$ cat src/rtl/seq_buffer_streamer.sv
`default_nettype none
// ============================================================================
//  Module   : seq_buffer_streamer
//  Purpose  : Read-side master for the DNA sequence buffer. On an accepted
//             start it walks a window [base_addr, base_addr+length) of the
//             buffer (wrapping modulo DEPTH) through a combinational read
//             port and emits one base per beat on a valid/ready stream.
//  Ports    : clk, rst          - clock, synchronous active-high reset
//             start             - command strobe, sampled only in IDLE
//             base_addr, length - window to stream (length legal 1..DEPTH)
//             busy, done, err   - command status (done/err are 1-cycle pulses)
//             mem_r_addr/data   - buffer read port (data combinational)
//             m_valid, m_ready, m_data, m_last - output stream
//  Revision : 1.0 - initial release
// ============================================================================
module seq_buffer_streamer #(
  parameter int DATA_WIDTH = 8,
  parameter int DEPTH      = 128,
  parameter int PTR_WIDTH  = 7
) (
  input  logic                  clk,
  input  logic                  rst,
  input  logic                  start,
  input  logic [31:0]           base_addr,
  input  logic [7:0]            length,
  output logic                  busy,
  output logic                  done,
  output logic                  err,
  output logic [31:0]           mem_r_addr,
  input  logic [31:0]           mem_r_data,
  output logic                  m_valid,
  input  logic                  m_ready,
  output logic [DATA_WIDTH-1:0] m_data,
  output logic                  m_last
);

  typedef enum logic [1:0] {
    IDLE   = 2'd0,
    LOAD   = 2'd1,
    STREAM = 2'd2,
    FINISH = 2'd3
  } state_t;

  localparam logic [8:0] LEN_MAX = 9'(DEPTH);

  state_t               state;
  state_t               state_nxt;
  logic [PTR_WIDTH-1:0] ptr;
  logic [7:0]           len_q;
  logic [7:0]           cnt;
  logic                 len_ok;
  logic                 accept;

  // Upper address/data bits are intentionally ignored.
  logic unused_bits;
  assign unused_bits = &{1'b0, base_addr[31:PTR_WIDTH], mem_r_data[31:DATA_WIDTH]};

  assign len_ok     = (length != 8'd0) && ({1'b0, length} <= LEN_MAX);
  assign accept     = m_valid && m_ready;
  assign mem_r_addr = {{(32-PTR_WIDTH){1'b0}}, ptr};

  // State register
  always_ff @(posedge clk) begin
    if (rst) begin
      state <= IDLE;
    end else begin
      state <= state_nxt;
    end
  end

  // Next-state logic
  always_comb begin
    state_nxt = state;
    case (state)
      IDLE:    if (start && len_ok) state_nxt = LOAD;
      LOAD:    state_nxt = STREAM;
      STREAM:  if (accept && m_last) state_nxt = FINISH;
      FINISH:  state_nxt = IDLE;
      default: state_nxt = IDLE;
    endcase
  end

  // Datapath and status registers
  always_ff @(posedge clk) begin
    if (rst) begin
      busy    <= 1'b0;
      done    <= 1'b0;
      err     <= 1'b0;
      m_valid <= 1'b0;
      m_last  <= 1'b0;
      m_data  <= '0;
      ptr     <= '0;
      len_q   <= 8'd0;
      cnt     <= 8'd0;
    end else begin
      done <= 1'b0;
      err  <= 1'b0;
      case (state)
        IDLE: begin
          if (start) begin
            if (len_ok) begin
              len_q <= length;
              ptr   <= base_addr[PTR_WIDTH-1:0];
              cnt   <= 8'd0;
              busy  <= 1'b1;
            end else begin
              err <= 1'b1;
            end
          end
        end
        LOAD: begin
          // First base: the read port already shows buffer[ptr].
          m_data  <= mem_r_data[DATA_WIDTH-1:0];
          m_valid <= 1'b1;
          m_last  <= (len_q == 8'd1);
          ptr     <= ptr + PTR_WIDTH'(1);
          cnt     <= 8'd1;
        end
        STREAM: begin
          if (accept) begin
            if (m_last) begin
              m_valid <= 1'b0;
              m_last  <= 1'b0;
              // Registered so it is high exactly during the FINISH cycle.
              done    <= 1'b1;
            end else begin
              // Reload on the accepting edge for back-to-back beats.
              // cnt counts bases already loaded, so the next one is last
              // when cnt reaches len_q-1.
              m_data <= mem_r_data[DATA_WIDTH-1:0];
              m_last <= (cnt == (len_q - 8'd1));
              ptr    <= ptr + PTR_WIDTH'(1);
              cnt    <= cnt + 8'd1;
            end
          end
        end
        FINISH: begin
          busy <= 1'b0;
        end
        default: begin
          busy <= 1'b0;
        end
      endcase
    end
  end

endmodule
`default_nettype wire

$ cat config.mk
export PLATFORM = sky130hd
export DESIGN_NAME = seq_buffer_streamer
export DESIGN_NICKNAME = d
export VERILOG_FILES = /design/src/rtl/seq_buffer_streamer.sv
export SDC_FILE = /design/constraint.sdc
export NUM_CORES = 1
export LEC_CHECK = 0
export BUFFER_PORTS_ARGS = -buffer_cell sky130_fd_sc_hd__buf_2
export CELL_PAD_IN_SITES_DETAIL_PLACEMENT = 1
export CELL_PAD_IN_SITES_GLOBAL_PLACEMENT = 1
export CORE_UTILIZATION = 34
export CTS_BUF_LIST = sky130_fd_sc_hd__clkbuf_8 sky130_fd_sc_hd__clkbuf_16
export CTS_CLUSTER_DIAMETER = 80
export DETAILED_ROUTE_END_ITERATION = 8
export PLACE_DENSITY = 0.95
export RECOVER_POWER = 100
export SETUP_SLACK_MARGIN = 0.15
export SYNTH_ARGS = -nofsm -noshare
export SYNTH_HDL_FRONTEND = slang
export SYNTH_SLANG_ARGS = --single-unit
$ cat constraint.sdc
create_clock -name clk -period 3.6 [get_ports clk]
set_input_delay 0.36 -clock clk [delete_from_list [all_inputs] [get_ports clk]]
set_output_delay 0.36 -clock clk [all_outputs]
set_load 0.05 [all_outputs]
==> results of run 1 <==
-- layer usage --
layer / part of all wire / vias to the layer above / global-route usage
li1: - / 1025 / -
met1: 0.42 / 1030 / 0.198
met2: 0.53 / 52 / 0.331
met3: 0.040 / 13 / 0.0305
met4: 0.016 / 0 / 0.0601
met5: 0 / - / 0
-- cells by family after synthesis --
family,count (synthesis),synth area share
fa+ha+maj,10,0.0543
mux,20,0.0869
other cells,1,0.00163
xor+xnor,8,0.0304
compound gates,50,0.143
simple gates,104,0.233
buf+inv,48,0.120
flops,38,0.330
-- sequential cells by signal, indices dropped and copies added, names as in the netlist --
name / flops
cnt: 8
len_q: 8
m_data: 8
ptr: 7
state: 2
busy: 1
done: 1
err: 1
m_last: 1
m_valid: 1
-- path summary, 6_finish.rpt --
| check | start | slack [ns] | cells past startpoint | end |
|---|---|---|---|---|
| max reg2reg | state[0] | 0.96 | 6 | m_data[5] |
| min | mem_r_data[6] | 0.31 | 3 | m_data[6] |
| min reg2reg | ptr[6] | 0.49 | 2 | ptr[6] |
| max | state[0] | 0.96 | 6 | m_data[5] |
-- metrics by stage --
step           cells  utilization  setup slack [ns]  hold slack (ns)
3_3_place_gp     392        0.388              1.31            0.464
2_1_floorplan    303            -              1.62            0.470
6_report         399        0.394             0.956            0.307
4_1_cts          399        0.400              1.31            0.301
5_1_grt          399        0.394             0.718            0.331
3_5_place_dp     392        0.388              1.22            0.477
-- power by group through the flow --
stage               sequential (W)  clock (W)  combinational (W)
global route              0.000638   0.000296            0.00119
detailed placement        0.000627          0            0.00113
global placement          0.000614          0            0.00108
finish                    0.000619   0.000274            0.00111
CTS                       0.000618   0.000279            0.00114
floorplan                 0.000842          0           0.000656
-- cells in the final DEF (no fill, tap or decap), types with 2 or more instances in the layout --
master and count:
sky130_fd_sc_hd__a211oi_1 3, sky130_fd_sc_hd__a21oi_1 14, sky130_fd_sc_hd__a31oi_1 9, sky130_fd_sc_hd__and2_1 3
sky130_fd_sc_hd__and3_1 6, sky130_fd_sc_hd__buf_2 25, sky130_fd_sc_hd__clkbuf_1 23, sky130_fd_sc_hd__clkbuf_8 5
sky130_fd_sc_hd__conb_1 25, sky130_fd_sc_hd__dfxtp_1 38, sky130_fd_sc_hd__ha_1 10, sky130_fd_sc_hd__inv_1 13
sky130_fd_sc_hd__mux2i_1 20, sky130_fd_sc_hd__nand2_1 17, sky130_fd_sc_hd__nand2b_1 2, sky130_fd_sc_hd__nand3_1 12
sky130_fd_sc_hd__nand4_1 4, sky130_fd_sc_hd__nand4b_1 3, sky130_fd_sc_hd__nor2_1 32, sky130_fd_sc_hd__nor3_1 6
sky130_fd_sc_hd__nor3b_1 3, sky130_fd_sc_hd__nor4_1 4, sky130_fd_sc_hd__o2111ai_1 2, sky130_fd_sc_hd__o21a_1 2
sky130_fd_sc_hd__o21ai_0 7, sky130_fd_sc_hd__o32ai_1 2, sky130_fd_sc_hd__or2_2 2, sky130_fd_sc_hd__or3_1 3
sky130_fd_sc_hd__or4_1 5, sky130_fd_sc_hd__xnor2_1 5, sky130_fd_sc_hd__xor2_1 3
-- tightest hold or removal path, stage by stage --
cell and delay, ns:
sky130_fd_sc_hd__buf_2 0.08, sky130_fd_sc_hd__mux2i_1 0.05, sky130_fd_sc_hd__nor2_1 0.07
-- area by class of cell --
cell class / count / area, um^2 / share of cell area
clock buffer: 5 / 68.8 / 0.0271
clock inverter: 2 / 7.51 / 0.00295
inverter: 12 / 45.0 / 0.0177
multi-input combinational: 217 / 1350 / 0.532
sequential: 38 / 761 / 0.299
tap: 77 / 96.3 / 0.0379
timing repair buffer: 48 / 211 / 0.0831
==> results.py, run 1 <==
metrics = {
    "clocking": {
        "postCtsHoldBufs": 0,
        "numClockSinks": 38,
        "postCtsResizedCells": 0,
        "post_cts_buffers": 0,
        "tritoncts_clock_tree": "built",
        "htree_num_levels": 2,
        "cts-root-buf": "sky130_fd_sc_hd__clkbuf_8",
        "clk_path_buf_depth": 2,
        "numCtsBuffers": 5,
        "worstSkewPairLatency_ns": 0.29,
        "clk_pin_slew_ns": 0.07,
    },
    "placed_design": {
        "dp.final_hpwl_um": 4560,
        "io_buffers": 46,
        "globalplace.congestion": 0.788,
        "placedInstanceArea_um2": 2500,
    },
    "final_layout": {
        "layout.nets": 408,
        "synthToLayoutAreaGrowth_pct": 10.4,
        "layout.filler_cells": 820,
        "antenna_cells": 0,
        "post-route-cell-area_um2": 2540,
        "drive_gt1_frac": 0.106,
    },
    "die": {
        "core_um2": 6460,
        "ios": 121,
        "floorplan.initialDensity": 0.357,
        "chipHeight_um": 84.3,
        "fp.dieW_um": 84.3,
        "rows": 29,
        "die-area_um2": 7110,
    },
    "global_routing": {
        "grt_pass1_vias": 2190,
        "pin_count_of_the_biggest_net_entering_global_routing": 40,
        "global_route.usage.total": 0.175,
        "antenna_violations_before_repair": 0,
        "globalRoute.totalOverflow": 0,
        "grt_pass1_wl_um": 10200,
    },
    "timing": {
        "min_period_over_period": 0.735,
        "finalMaxSlewViolations": 0,
        "worst_slew_margin_rel": 0.0124,
        "post-route-min-period_ns": 2.64,
        "finClkSkew_ns": 0.00349,
        "final.setup.tns_ns": 0,
        "worst_slew_pin_slew_ns": 1.47,
        "maxClockFrequency_ghz": 0.378,
        "unrepaired_setup_endpoints_after_global_routing": "no",
        "hold_violations": 0,
        "timing.final.setup_violations": 0,
    },
    "drt": {
        "dr.pass1.iters": 6,
        "routed_via_density": 5.31,
        "count_of_routing_violations_after_the_opening_detailed_route_iteration": 115,
        "detail_route.drc_violations": 6,
        "antenna_violating_nets_post_route": 0,
        "detail_route.wirelength_um": 6110,
        "avgRoutedWirePerCell_um": 15.3,
        "total_number_of_vias": 2120,
    },
    "synthesis": {
        "seq_area_frac_synth": 0.330,
        "syn-instance-count": 279,
        "synth_top_area_frac": 0.330,
        "yosysWarnings": 0,
        "netlist-cell-type-count": 47,
        "synthFlopType": "sky130_fd_sc_hd__dfxtp_1",
        "synth_enable_flop_cells": 0,
        "ys_top_cells_by_count": "sky130_fd_sc_hd__dfxtp_1 (38), sky130_fd_sc_hd__nor2_1 (32), sky130_fd_sc_hd__buf_4 (25)",
        "asyncSetResetFlopFracSynth": 0,
        "synth_area_per_cell_um2": 8.26,
        "post_synth_main_area_contributors": "sky130_fd_sc_hd__dfxtp_1 (33%), sky130_fd_sc_hd__mux2i_1 (8.7%), sky130_fd_sc_hd__buf_4 (8.1%)",
        "yosysMostFrequentCell": "sky130_fd_sc_hd__dfxtp_1",
        "yosys.area.top_type": "sky130_fd_sc_hd__dfxtp_1",
        "mapped_area_um2": 2300,
        "ys_seq_elements": 38,
    },
    "power_and_ir_drop": {
        "internal_cell_power_w": 0.000955,
        "netSwitchingPower_w": 0.00105,
        "sequential_power_share": 0.309,
        "total_power_w": 0.00200,
        "ir_worst_vdd_v": 0.000440,
        "cellPowerDensity_nw_per_um2": 787,
        "power.share.combinational": 0.554,
        "clock_power_share": 0.137,
        "static-leakage-power_nw": 1.03,
        "swShare": 0.523,
    },
    "critical_path": {
        "cp_common_cell": "sky130_fd_sc_hd__inv_1",
        "worst_path_dominant_cell_family": "compound AO/OA/AOI/OAI gates",
        "crit_type": "reg -> reg",
        "slowest_stage": "sky130_fd_sc_hd__o21ai_0",
        "critical_path_required_ns": 3.75,
        "timing.critical_path.buf_inv": 2,
        "crit_fanout": 10,
        "worstSetupEndpointType": "flop",
        "crit_chain": "inv_1, ha_1, inv_1, o21ai_0, mux2i_1, nor2_1",
        "critical_path.max_stage_delay_ns": 1.15,
        "worst_ep_arrival_time_ns": 2.79,
        "crit_path_start_kind": "flop",
    },
    "flow_run": {
        "max_cap_violations": 1,
    },
    "min_path": {
        "holdCritPathClass": "in -> reg",
    },
    "status": {
        "violations_in_the_final_reports": "DRC, capacitance limit",
        "run_status": "finished with violations",
    },
}
No activity file was read; power rests on OpenSTA's default activity.
==> run 2, diff against run 1 <==
CORE_UTILIZATION = 28   (was 34)
PLACE_DENSITY = 0.84   (was 0.95)
clock period = 2.19 ns   (was 3.6 ns; I/O delays follow)
==> run 2 against run 1 <==
The flow now finishes without violations. Flip-flop and latch count is the same. Largest cell class unchanged. Global-route usage down 2.5 points. Combinational power rose by 74%. Clock power rose by 88%. Total power increased by 73%. Register-to-register slack worse by 0.77 ns. Critical endpoint is now m_last. Sequential share of layout area fell by 1.9 points.
==> results.py, run 2 (synthesis gave the netlist of run 1 again) <==
metrics = {
    "critical_path": {
        "crit_type": "reg -> reg",
        "crit_fanout": 7,
        "setup.worst_path.start": "state[0]",
        "crit_chain": "inv_1, ha_4, clkbuf_1, nand2b_1, nor3b_1, a32oi_1, or3_1, o41ai_2",
        "worstSetupEndpointType": "flop",
        "critical_path.max_stage_delay_ns": 0.38,
        "timing.critical_path.buf_inv": 2,
        "slowest_stage": "sky130_fd_sc_hd__dfxtp_1",
        "worst_ep_arrival_time_ns": 2.20,
        "crit_path_start_kind": "flop",
        "rr_startpoint": "state[0]",
        "r2r.worst_path.cells": 8,
        "critical_path_required_ns": 2.38,
        "worst_path_dominant_cell_family": "simple AND/OR/NAND/NOR gates",
        "worst_setup_path_endpoint": "m_last",
        "ff2ff_setup_slack_ns": 0.18,
        "path_depth": 8,
        "worstReg2RegEnd": "m_last",
    },
    "timing": {
        "maxClockFrequency_ghz": 0.499,
        "unrepaired_setup_endpoints_after_global_routing": "no",
        "worst_slew_margin_rel": 0.587,
        "hold_violations": 0,
        "final.setup.tns_ns": 0,
        "min_period_over_period": 0.916,
        "finClkSkew_ns": 0.0102,
        "timing.final.setup_violations": 0,
        "post-route-min-period_ns": 2.01,
        "worst_slew_pin_slew_ns": 0.622,
        "finalMaxSlewViolations": 0,
    },
    "min_path": {
        "holdCritPathClass": "in -> reg",
    },
    "die": {
        "core_um2": 7850,
        "fp.dieW_um": 92.7,
        "floorplan.initialDensity": 0.294,
        "die-area_um2": 8600,
        "rows": 32,
        "chipHeight_um": 92.7,
        "ios": 121,
    },
    "drt": {
        "routed_via_density": 4.94,
        "dr.pass1.iters": 4,
        "antenna_violating_nets_post_route": 0,
        "detail_route.wirelength_um": 6230,
        "detail_route.drc_violations": 0,
        "total_number_of_vias": 2162,
        "avgRoutedWirePerCell_um": 14.2,
        "count_of_routing_violations_after_the_opening_detailed_route_iteration": 87,
    },
    "clocking": {
        "htree_num_levels": 2,
        "cts-root-buf": "sky130_fd_sc_hd__clkbuf_8",
        "post_cts_buffers": 0,
        "numClockSinks": 38,
        "tritoncts_clock_tree": "built",
        "clk_path_buf_depth": 2,
        "clk_pin_slew_ns": 0.08,
        "worstSkewPairLatency_ns": 0.30,
        "numCtsBuffers": 5,
    },
    "placed_design": {
        "post-place-cells": 430,
        "dp.final_hpwl_um": 4710,
        "io_buffers": 46,
        "globalplace.congestion": 0.797,
    },
    "global_routing": {
        "global_route.usage.total": 0.150,
        "antenna_violations_before_repair": 0,
        "pin_count_of_the_biggest_net_entering_global_routing": 39,
        "grt_pass1_wl_um": 10300,
        "globalRoute.totalOverflow": 0,
        "grt_pass1_vias": 2114,
    },
    "final_layout": {
        "synthToLayoutAreaGrowth_pct": 18.1,
        "most_frequent_cells_in_the_layout": "sky130_fd_sc_hd__dfxtp_1 (37), sky130_fd_sc_hd__nor2_1 (32), sky130_fd_sc_hd__buf_2 (26)",
        "antenna_cells": 0,
        "mostFrequentLayoutCell": "sky130_fd_sc_hd__dfxtp_1",
        "top_flop_regs": "cnt: 8 flops, len_q: 8 flops, m_data: 8 flops",
        "layout.nets": 421,
        "layoutNonFillerInstCount": 438,
        "finish.utilization": 0.347,
        "drive_gt1_frac": 0.170,
    },
    "status": {
        "run_status": "finished, final reports clean",
    },
    "power_and_ir_drop": {
        "cellPowerDensity_nw_per_um2": 1270,
        "total_power_w": 0.00346,
        "static-leakage-power_nw": 1.10,
        "ir_worst_vdd_v": 0.000695,
    },
    "flow_run": {
        "max_cap_violations": 0,
    },
}
run 2: cell types whose count changed in the layout (fill, tap and decap cells not counted), moves of 2 or more:
cell	delta
sky130_fd_sc_hd__clkbuf_2	+2
sky130_fd_sc_hd__or4_1	-2
sky130_fd_sc_hd__buf_4	+10
sky130_fd_sc_hd__or4_4	+2
run 2: how the worst min path moves through the flow:
stage | start | endpoint | slack [ns] | depth (start not counted)
2_1_floorplan | length[0] | len_q[0] | 0.37 | 2
3_3_place_gp | mem_r_data[5] | m_data[5] | 0.45 | 3
3_5_place_dp | mem_r_data[6] | m_data[6] | 0.47 | 3
4_1_cts | mem_r_data[6] | m_data[6] | 0.15 | 3
5_1_grt | mem_r_data[2] | m_data[2] | 0.16 | 3
6_report | mem_r_data[7] | m_data[7] | 0.16 | 3
run 2: worst min-delay path, stage by stage:
cell	delay, ns
sky130_fd_sc_hd__buf_2	0.07
sky130_fd_sc_hd__mux2i_1	0.06
sky130_fd_sc_hd__nor2_1	0.07
run 2: power by group:
| part | leakage (nW) | internal (W) | switching (W) |
|---|---|---|---|
| registers | 0.310 | 0.000852 | 0.000166 |
| logic | 0.741 | 0.000594 | 0.00134 |
| clock network | 0.0524 | 0.000250 | 0.000265 |
| total | 1.10 | 0.00170 | 0.00177 |
run 2: per-stage QoR:
stage | instance area (um^2) | hold slack, ns | setup slack [ns]
after floorplan | 2390 | 0.366 | 0.215
after global placement | 2630 | 0.451 | 0.0390
after detailed placement | 2630 | 0.467 | 0.00426
after CTS | 2750 | 0.151 | 0.166
after global routing | 2720 | 0.156 | 0.0894
final | 2720 | 0.156 | 0.185
run 2: what timing repair did:
action	4_1_cts	5_1_grt
pin swaps	1	0
hold buffers	0	0
endpoints found under the setup margin	4	12
resized for setup	4	8
run 2: metal layers:
layer | part of all wire | track usage | vias up
li1 | - | - | 1055
met1 | 0.43 | 0.179 | 1049
met2 | 0.51 | 0.268 | 53
met3 | 0.046 | 0.0345 | 5
met4 | 0.013 | 0.0436 | 0
met5 | 0 | 0 | -
run 2: final cells by class:
class                   instances  area, um^2
clock buffers                   6        82.6
fillers                      1016        5120
flip-flops and latches         38         762
repair buffers                 61         302
well taps                     102         128
multi-input cells             217        1390
inverters                      12        48.8
clock inverters                 2        8.76
